<file path="config.mk">
export PLATFORM = sky130hd
export DESIGN_NAME = ripple_add_sub_seq
export DESIGN_NICKNAME = d
export VERILOG_FILES = /design/src/rtl/ripple_add_sub_seq.sv
export SDC_FILE = /design/constraint.sdc
export NUM_CORES = 1
export LEC_CHECK = 0
export CAP_MARGIN = 10
export CORE_MARGIN = 4
export CORE_UTILIZATION = 55
export DETAILED_ROUTE_END_ITERATION = 7
export PLACE_DENSITY = 0.83
export RECOVER_POWER = 50
export SYNTH_ARGS = -nofsm -noshare
export SYNTH_HDL_FRONTEND = slang
export SYNTH_SLANG_ARGS = --single-unit
</file>
<file path="constraint.sdc">
create_clock -name CLK -period 7.2 [get_ports CLK]
set_clock_uncertainty 0.15 [all_clocks]
set_input_delay 1.44 -clock CLK [delete_from_list [all_inputs] [get_ports CLK]]
set_output_delay 1.44 -clock CLK [all_outputs]
set_load 0.02 [all_outputs]
</file>
<file path="src/rtl/ripple_add_sub_seq.sv">
// Nibble-serial add/sub: one 4-bit ripple slice is reused for WORDS cycles, LSB nibble first.
// START/BUSY/DONE handshake. Results update only on completion.
module ripple_add_sub_seq #(
  parameter int WORDS = 4,
  localparam int N = 4*WORDS
) (
  input  logic         CLK,
  input  logic         RST,
  input  logic         START,
  input  logic         Choice,
  input  logic [N-1:0] A,
  input  logic [N-1:0] B,
  output logic         BUSY,
  output logic         DONE,
  output logic [N-1:0] RESULT,
  output logic         CARRY,
  output logic         OVERFLOW
);
  localparam int IW = (WORDS > 1) ? $clog2(WORDS) : 1;
  localparam logic [IW-1:0] LAST = IW'(WORDS-1);

  typedef enum logic [1:0] {S_IDLE, S_RUN, S_FIN} state_t;

  state_t                  r_state, w_next;
  logic [WORDS-1:0][3:0]   r_a, r_b, r_acc, w_res;
  logic                    r_sub, r_c;
  logic [IW-1:0]           r_idx;
  logic [4:0]              w_sum;
  logic                    w_load, w_last;

  // START is honoured in IDLE and FIN, never while nibbles are in flight
  assign w_load = START && (r_state != S_RUN);
  assign w_last = (r_state == S_RUN) && (r_idx == LAST);

  assign w_sum = {1'b0, r_a[r_idx]} + {1'b0, r_b[r_idx] ^ {4{r_sub}}} + {4'b0, r_c};

  always_comb begin
    w_res        = r_acc;
    w_res[r_idx] = w_sum[3:0];
  end

  always_ff @(posedge CLK or posedge RST) begin
    if (RST) r_state <= S_IDLE;
    else     r_state <= w_next;
  end

  always_comb begin
    w_next = r_state;
    BUSY   = 1'b0;
    DONE   = 1'b0;
    case (r_state)
      S_IDLE: if (START) w_next = S_RUN;
      S_RUN: begin
        BUSY = 1'b1;
        if (w_last) w_next = S_FIN;
      end
      S_FIN: begin
        DONE   = 1'b1;
        w_next = START ? S_RUN : S_IDLE;
      end
      default: w_next = S_IDLE;
    endcase
  end

  always_ff @(posedge CLK or posedge RST) begin
    if (RST) begin
      r_a      <= '0;
      r_b      <= '0;
      r_acc    <= '0;
      r_sub    <= 1'b0;
      r_c      <= 1'b0;
      r_idx    <= '0;
      RESULT   <= '0;
      CARRY    <= 1'b0;
      OVERFLOW <= 1'b0;
    end else if (w_load) begin
      r_a   <= A;
      r_b   <= B;
      r_sub <= Choice;
      r_c   <= Choice;
      r_idx <= '0;
    end else if (r_state == S_RUN) begin
      r_acc[r_idx] <= w_sum[3:0];
      r_c          <= w_sum[4];
      r_idx        <= r_idx + 1'b1;
      if (w_last) begin
        RESULT   <= w_res;
        CARRY    <= w_sum[4];
        // signed overflow: both inputs agree in sign and the sum disagrees
        OVERFLOW <= (r_a[WORDS-1][3] ^ w_sum[3]) &
                    ((r_b[WORDS-1][3] ^ r_sub) ^ w_sum[3]);
      end
    end
  end
endmodule

</file>
==> flow_summary.ini, run 1 <==
[worst_setup_path]
path_delay_family = buffers and inverters
reg2regPathDepth = 7
slowest_stage = clkbuf_1
crit_chain = dlygate4sd3_1 -> nand2_1 -> clkbuf_1 -> mux2_2
path_buf_inv = 2
critPathKind = in -> reg
worst_path_largest_cell_delay_ns = 1.18
cp.required_ns = 7.27
setup.worst_path.start_class = input pin
arrival_ns = 3.76
reg2reg_from = r_idx[0]
worst_setup_path_end_kind = flip-flop
critPathMaxFanout = 33
r2r_slack_ns = 4.03
r2r_end = RESULT[14]

[finish]
drive_above_1_share_pct = 17.9
fin_nets = 355
final_core_util_pct = 69.9
num-fill-cells = 413
stdcell_count = 385
area_growth_pct = 24.1
insertedDiodeCount = 0

[synthesis]
synth_edf_count = 0
ys_seq_area_share_pct = 55.2
synth-simple-area-share_pct = 7.18
synth_area_leaders = dfrtp_1, mux2_2, mux4_2, o21ai_0, nand2_1
synth_cells = 256
synth_xor_area_share_pct = 1.99
synth_nets = 301
synthAdderAreaFrac_pct = 4.14
synth_top_family_by_area = multiplexers
synth_mux_area_share_pct = 19.5
ys_seq_elements = 68
synthArstFlopShare_pct = 100
synth_compound_area_share_pct = 8.44
synth_top_cell_area_share_pct = 55.2
avgSynthCellArea_um2 = 12.0
yosysTopAreaCell = dfrtp_1
yosys_most_used_dff = dfrtp_1
ys_types = 29
ys_top_cells_by_count = dfrtp_1, nand2_1, mux2_2
ys.warnings.count = 0
syn_area_um2 = 3080
synth_most_common_cell = dfrtp_1

[routing]
drt_iter0_drc = 83
vias_per_cell = 5.25
drt-pass1-iter-count = 5
route.detailed.drc = 0
wirelength_mm = 5.55
vias = 2021
ant_nets = 0
wire_per_inst_um = 14.4

[clock_network]
cts_tree = done
cts_hold_buf = 0
cts_max_level = 3
path_clk_slew_ns = 0.06
numClockSinks = 68
clockRootBuffer = clkbuf_8
cts_buffer_depth = 2
post_cts_buffers = 0
cts_made_buffers = 9
cts.repair.resized = 0
clock_latency_ns = 0.34

[sta]
hold_slack_ns = 0.327
max_freq_mhz = 271
setup_viol = 0
worst_pin_slew_ns = 1.63
rsz0062_at_grt = false
hold_violations = 0
finalSetupTns_ns = 0
fin_crit_ns = 3.69
slew_headroom_pct = -8.77
post-route-period-util_pct = 51.2
maxSlewViolCount = 34

[min_path]
hold_path.class = reg -> reg
hold_depth = 2
whs_endpoint = RESULT[15]
worstHoldStart = RESULT[15]

[placed_design]
port_buffers = 55
dp_hpwl_mm = 4.04
dp.cells = 371
routabilityCongestion = 0.787

[floorplan]
dieArea_um2 = 6870
io-pin-count = 56
dieHeight_um = 82.9
num_rows = 27
die_w_um = 82.9
fp.coreArea_um2 = 5470
start_util_pct = 56.4

[global_routing]
grt_overflow = 0
gr-usage-all-layers_pct = 17.7
first_global_vias = 2060
antenna_found_initial = 0
grt_start_max_net_pins = 69
grt_pass1_wl_mm = 9.83

[job]
drv_cap = 1

[outcome]
violations = capacitance limit, slew limit
status = finished, violations left
through the flow:
| stage | setup slack [ns] | instance area [um2] |
|---|---|---|
| floorplan | 3.90 | 3080 |
| global placement | 4.10 | 3670 |
| detailed placement | 4.03 | 3670 |
| CTS | 3.74 | 3830 |
| global route | 3.28 | 3830 |
| finish | 3.51 | 3830 |
how the worst max path moves through the flow:
stage,startpoint,to,depth (start not counted)
after global placement,r_idx[0],RESULT[6],7
after CTS,r_state[0],BUSY,3
final,START,r_a[4],4
after global routing,START,r_b[0],4
after detailed placement,r_idx[0],RESULT[6],7
after floorplan,RST,CARRY,1
sequential cells by signal, indices dropped and copies added, names as in the netlist:
register and flops:
RESULT 16, r_a 16, r_b 16, r_acc 12, r_idx 2, r_state 2, CARRY 1, OVERFLOW 1
r_c 1, r_sub 1
layer usage:
layer	track usage, %	share of wire (%)
met5	0	0
met4	7.58	1.9
met3	4.07	5.4
met2	28.1	49
met1	23.6	44
final cells by class:
| cell class | count | area [um2] | share of cell area, % |
|---|---|---|---|
| timing repair buffer | 57 | 562 | 14.7 |
| sequential | 68 | 1700 | 44.5 |
| tap | 72 | 90.1 | 2.35 |
| multi-input combinational | 162 | 1270 | 33.2 |
| clock buffer | 11 | 141 | 3.69 |
| inverter | 12 | 45.0 | 1.18 |
| clock inverter | 3 | 15.0 | 0.392 |
layout by cell type, fill, tap and decap left out, types with 3 or more instances in the layout:
| cell | n |
|---|---|
| a21o_1 | 3 |
| clkdlybuf4s50_1 | 53 |
| mux4_2 | 8 |
| mux2i_1 | 5 |
| nand2_1 | 34 |
| clkbuf_8 | 10 |
| nor2b_1 | 4 |
| a31oi_1 | 4 |
| mux2_2 | 33 |
| o21ai_0 | 26 |
| clkinv_2 | 3 |
| xor2_1 | 5 |
| ha_1 | 7 |
| a21oi_1 | 9 |
| inv_1 | 10 |
| dfrtp_1 | 68 |
| nor2_1 | 10 |
worst register-to-register path, stage by stage (launching register included):
cell and delay (ns):
dfrtp_1 0.74, mux4_2 0.59, xnor2_1 0.15, fa_1 0.42
fa_1 0.47, xor2_1 0.30, nor2_1 0.08, a21o_1 0.17
logic make-up (layout without fill, tap and decap cells):
family	after synthesis	count (layout)
fa+ha+maj	9	9
compound gates	47	47
simple gates	53	53
xor+xnor	7	7
mux	46	46
buf+inv	26	83
flops	68	68
Power of run 1 is left out: the tool's default activity adds up to more than one toggle a clock period on the data nets, which glitch-free logic cannot reach.
==> inputs of run 2 (changes only) <==
Settings changed: CORE_UTILIZATION 55 to 52, PLACE_DENSITY 0.83 to 0.79.
Clock period 7.2 ns to 3.8 ns, I/O delays scaled along.
==> run 2 against run 1 <==
The flow still finishes with violations (capacitance limit, slew limit). Via count grew 1.7%. Design area grew 1.2%. Die area grew 5.2%. Flip-flop and latch count is the same. Critical path type is now reg -> reg. Register-to-register slack lost 3.4 ns. Critical endpoint is now RESULT[14]. First-iteration DRC count grew 1.2%. Largest cell class unchanged. Setup slack lost 2.9 ns. Non-clock buffer count is the same.
==> flow_summary.ini, run 2 (synthesis results as in run 1) <==
[sta]
slew_headroom_pct = -8.38
maxSlewViolCount = 69
max_freq_mhz = 312
setup_viol = 0
post-route-period-util_pct = 84.2
rsz0062_at_grt = false
worst_pin_slew_ns = 1.63
finalSetupTns_ns = 0
fin_crit_ns = 3.20
hold_violations = 0

[worst_setup_path]
worst_path_largest_cell_delay_ns = 0.75
reg2reg_from = r_idx[0]
arrival_ns = 3.29
reg2regPathDepth = 7
critPathMaxFanout = 13
worst_setup_path_end_kind = flip-flop
critPathMostFrequentCell = fa_1
crit_start = r_idx[0]
critPathKind = reg -> reg
r2r_slack_ns = 0.60
crit_chain = mux4_2 -> xnor2_1 -> fa_1 -> fa_1 -> xor2_1 -> nor2_1 -> a21o_1
path_buf_inv = 0
r2r_end = RESULT[14]
cp.required_ns = 3.89
path_delay_family = adder cells
slowest_stage = dfrtp_1
setup.worst_path.start_class = flip-flop

[floorplan]
dieArea_um2 = 7230
start_util_pct = 54.7
io-pin-count = 56
dieHeight_um = 85.0
fp.coreArea_um2 = 5640
die_w_um = 85.0
num_rows = 27

[clock_network]
clockRootBuffer = clkbuf_8
post_cts_buffers = 0
clock_latency_ns = 0.34
path_clk_slew_ns = 0.07
cts_made_buffers = 9
numClockSinks = 68
cts_tree = done
cts.repair.resized = 0
cts_buffer_depth = 2
cts_hold_buf = 0
cts_max_level = 3

[finish]
layout_common_cells = dfrtp_1, clkdlybuf4s50_1, nand2_1, mux2_2, o21ai_0
drive_above_1_share_pct = 19.0
top_regs = RESULT: 16 flops, r_a: 16 flops, r_b: 16 flops
num-fill-cells = 430
fin_nets = 355
insertedDiodeCount = 0
layout.area.seq_um2 = 1700
area_growth_pct = 25.6
multiInputGateArea_um2 = 1270
final_common_cell = dfrtp_1

[global_routing]
grt_pass1_wl_mm = 9.95
grt_overflow = 0
gr-usage-all-layers_pct = 17.5
antenna_found_initial = 0
grt_start_max_net_pins = 69
first_global_vias = 2100

[job]
drv_cap = 1

[routing]
ant_nets = 0
drt-pass1-iter-count = 4
wire_per_inst_um = 14.9
vias = 2056
wirelength_mm = 5.78
drt_iter0_drc = 84
vias_per_cell = 5.31
route.detailed.drc = 0

[min_path]
hold_depth = 2
hold_path.class = reg -> reg
whs_endpoint = r_acc[11]
worstHoldStart = r_acc[11]

[outcome]
violations = capacitance limit, slew limit
status = finished, violations left

[placed_design]
dp_hpwl_mm = 4.23
port_buffers = 55
routabilityCongestion = 0.790
[run 2: cell types whose count changed in the layout (fill, tap and decap cells not counted)]
cell             change
clkdlybuf4s50_1      -1
dlygate4sd3_1        +1
clkbuf_2             +1
clkbuf_1             -2
clkbuf_8             +1
bufinv_16            +1
clkinv_2             +1
[run 2: worst max-delay path by stage]
| stage | end | slack, ns | cells after the start |
|---|---|---|---|
| after floorplan | OVERFLOW | 0.94 | 9 |
| after global placement | RESULT[14] | 0.66 | 7 |
| after detailed placement | RESULT[14] | 0.58 | 7 |
| after CTS | RESULT[14] | 0.56 | 7 |
| after global routing | r_acc[3] | 0.34 | 7 |
| final | RESULT[14] | 0.60 | 7 |
[run 2: worst register-to-register path: stages, from the launching register on]
cell and delay, ns:
dfrtp_1 0.75, mux4_2 0.60, xnor2_1 0.15, fa_1 0.42, fa_1 0.45, xor2_1 0.32
nor2_1 0.08, a21o_1 0.17
[run 2: stage by stage]
| stage | setup slack [ns] | cell area (um2) | instances | hold WS [ns] | utilization, % |
|---|---|---|---|---|---|
| floorplan | 0.940 | 3080 | 256 | 0.292 | - |
| global placement | 0.663 | 3690 | 371 | 0.308 | 65.4 |
| detailed placement | 0.583 | 3690 | 371 | 0.315 | 65.4 |
| CTS | 0.559 | 3890 | 387 | 0.332 | 68.9 |
| global route | 0.335 | 3870 | 387 | 0.358 | 68.7 |
| finish | 0.599 | 3870 | 387 | 0.331 | 68.7 |
[run 2: metal layers]
layer	vias up	part of all wire (%)	track usage, %
li1	991	-	-
met1	997	42	22.3
met2	56	50	28.1
met3	12	6.2	5.24
met4	0	2.0	7.05
met5	-	0	0
[run 2: final cells by class]
type	count	area share [%]
clock buffer	11	3.91
clock inverter	5	1.29
inverter	12	1.16
multi-input combinational	162	32.8
sequential	68	43.9
tap	72	2.33
timing repair buffer	57	14.5
Power of run 2 is left out for the same reason.
==> inputs of run 3 (changes only) <==
Clock period 3.8 ns to 3 ns, I/O delays scaled along.
==> run 3 against run 2 <==
Design area about the same. Core utilization about the same. Sequential share of layout area increased by 0.061 points. The flow now finishes without violations. Clock-buffer cell count increased by 3. Critical endpoint is now RESULT[2]. First-iteration DRC count increased by 56%. Critical path depth unchanged. Flip-flop and latch count unchanged.
==> flow_summary.ini, run 3 (synthesis results as in run 1) <==
[sta]
max_freq_mhz = 353
finalSetupTns_ns = 0
maxSlewViolCount = 0
hold_violations = 0
rsz0062_at_grt = false
slew_headroom_pct = 37.9
fin_crit_ns = 2.84
setup_viol = 0
post-route-period-util_pct = 94.5
worst_pin_slew_ns = 0.931
hold_slack_ns = 0.327

[finish]
fin_nets = 360
top_regs = RESULT: 16 flops, r_a: 16 flops, r_b: 16 flops
area_growth_pct = 25.5
final_common_cell = dfrtp_1
layout_common_cells = dfrtp_1, clkdlybuf4s50_1, nand2_1, mux2_2, o21ai_0
insertedDiodeCount = 0
drive_above_1_share_pct = 19.4

[worst_setup_path]
r2r_slack_ns = 0.16
cp.required_ns = 3.11
worst_setup_path_end_kind = flip-flop
arrival_ns = 2.94
r2r_end = RESULT[2]
reg2regPathDepth = 7
setup.worst_path.start_class = flip-flop
reg2reg_from = r_idx[0]
critPathMaxFanout = 5
critPathKind = reg -> reg

[clock_network]
cts_hold_buf = 0
post_cts_buffers = 0
cts_tree = done
cts_max_level = 3
cts_buffer_depth = 2
cts_made_buffers = 9
clockRootBuffer = clkbuf_8
numClockSinks = 68
path_clk_slew_ns = 0.07
clock_latency_ns = 0.33

[floorplan]
die_w_um = 85.0
dieArea_um2 = 7230
dieHeight_um = 85.0
num_rows = 27
io-pin-count = 56
start_util_pct = 54.7
fp.coreArea_um2 = 5640

[global_routing]
grt_pass1_wl_mm = 10.1
antenna_found_initial = 0
grt_overflow = 0
grt_start_max_net_pins = 31
gr-usage-all-layers_pct = 17.6
first_global_vias = 2137

[placed_design]
port_buffers = 55
routabilityCongestion = 0.813
dp_hpwl_mm = 4.49

[outcome]
status = complete, no violations

[routing]
ant_nets = 0
vias_per_cell = 5.33
vias = 2091
wirelength_mm = 5.91
drt-pass1-iter-count = 4
drt_iter0_drc = 131
wire_per_inst_um = 15.1
route.detailed.drc = 0

[min_path]
hold_depth = 2
hold_path.class = reg -> reg
whs_endpoint = r_acc[7]
worstHoldStart = r_acc[7]

[job]
drv_cap = 0
run 3: layout make-up:
type	instances	area [um2]
clock buffer	14	153
multi-input combinational	162	1280
inverter	12	45.0
tap	72	90.1
sequential	68	1700
timing repair buffer	62	594
clock inverter	2	10.0
fill	415	1770
run 3: worst max path at each step:
stage                  start         end  slack (ns)  depth (start not counted)
finish              r_idx[0]   RESULT[2]        0.16                          7
global route        r_idx[0]  RESULT[10]        0.03                          7
CTS                 r_idx[0]   RESULT[2]        0.08                          7
detailed placement  r_idx[0]   RESULT[2]        0.11                          7
global placement    r_idx[0]  RESULT[14]        0.18                          7
floorplan           r_idx[0]    OVERFLOW        0.14                          9
run 3: per-stage QoR:
step,instances,setup WS (ns),util [%],cell area [um2]
finish,392,0.165,68.6,3870
global route,392,0.0301,68.6,3870
CTS,392,0.0831,68.9,3890
detailed placement,376,0.105,66.0,3720
global placement,376,0.177,66.0,3720
floorplan,256,0.140,-,3080
run 3: critical path: stages (launching register included):
cell and delay (ns):
dfrtp_2 0.44, mux4_2 0.53, xnor2_1 0.16, fa_1 0.42, fa_1 0.45, xnor2_1 0.32, mux2i_1 0.13, a21oi_1 0.17
run 3: what timing repair did:
item,CTS,global route
hold endpoints to repair,0,0
endpoints found under the setup margin,0,13
gates resized for setup,0,2
run 3: layer usage:
metal / wire length [um] / share of wire, % / GRT usage (%)
met2: 2990 / 51 / 28.7
met4: 55 / 0.93 / 4.32
met1: 2570 / 43 / 23.3
met3: 302 / 5.1 / 5.24
met5: 0 / 0 / 0
Power of run 3 is left out for the same reason.
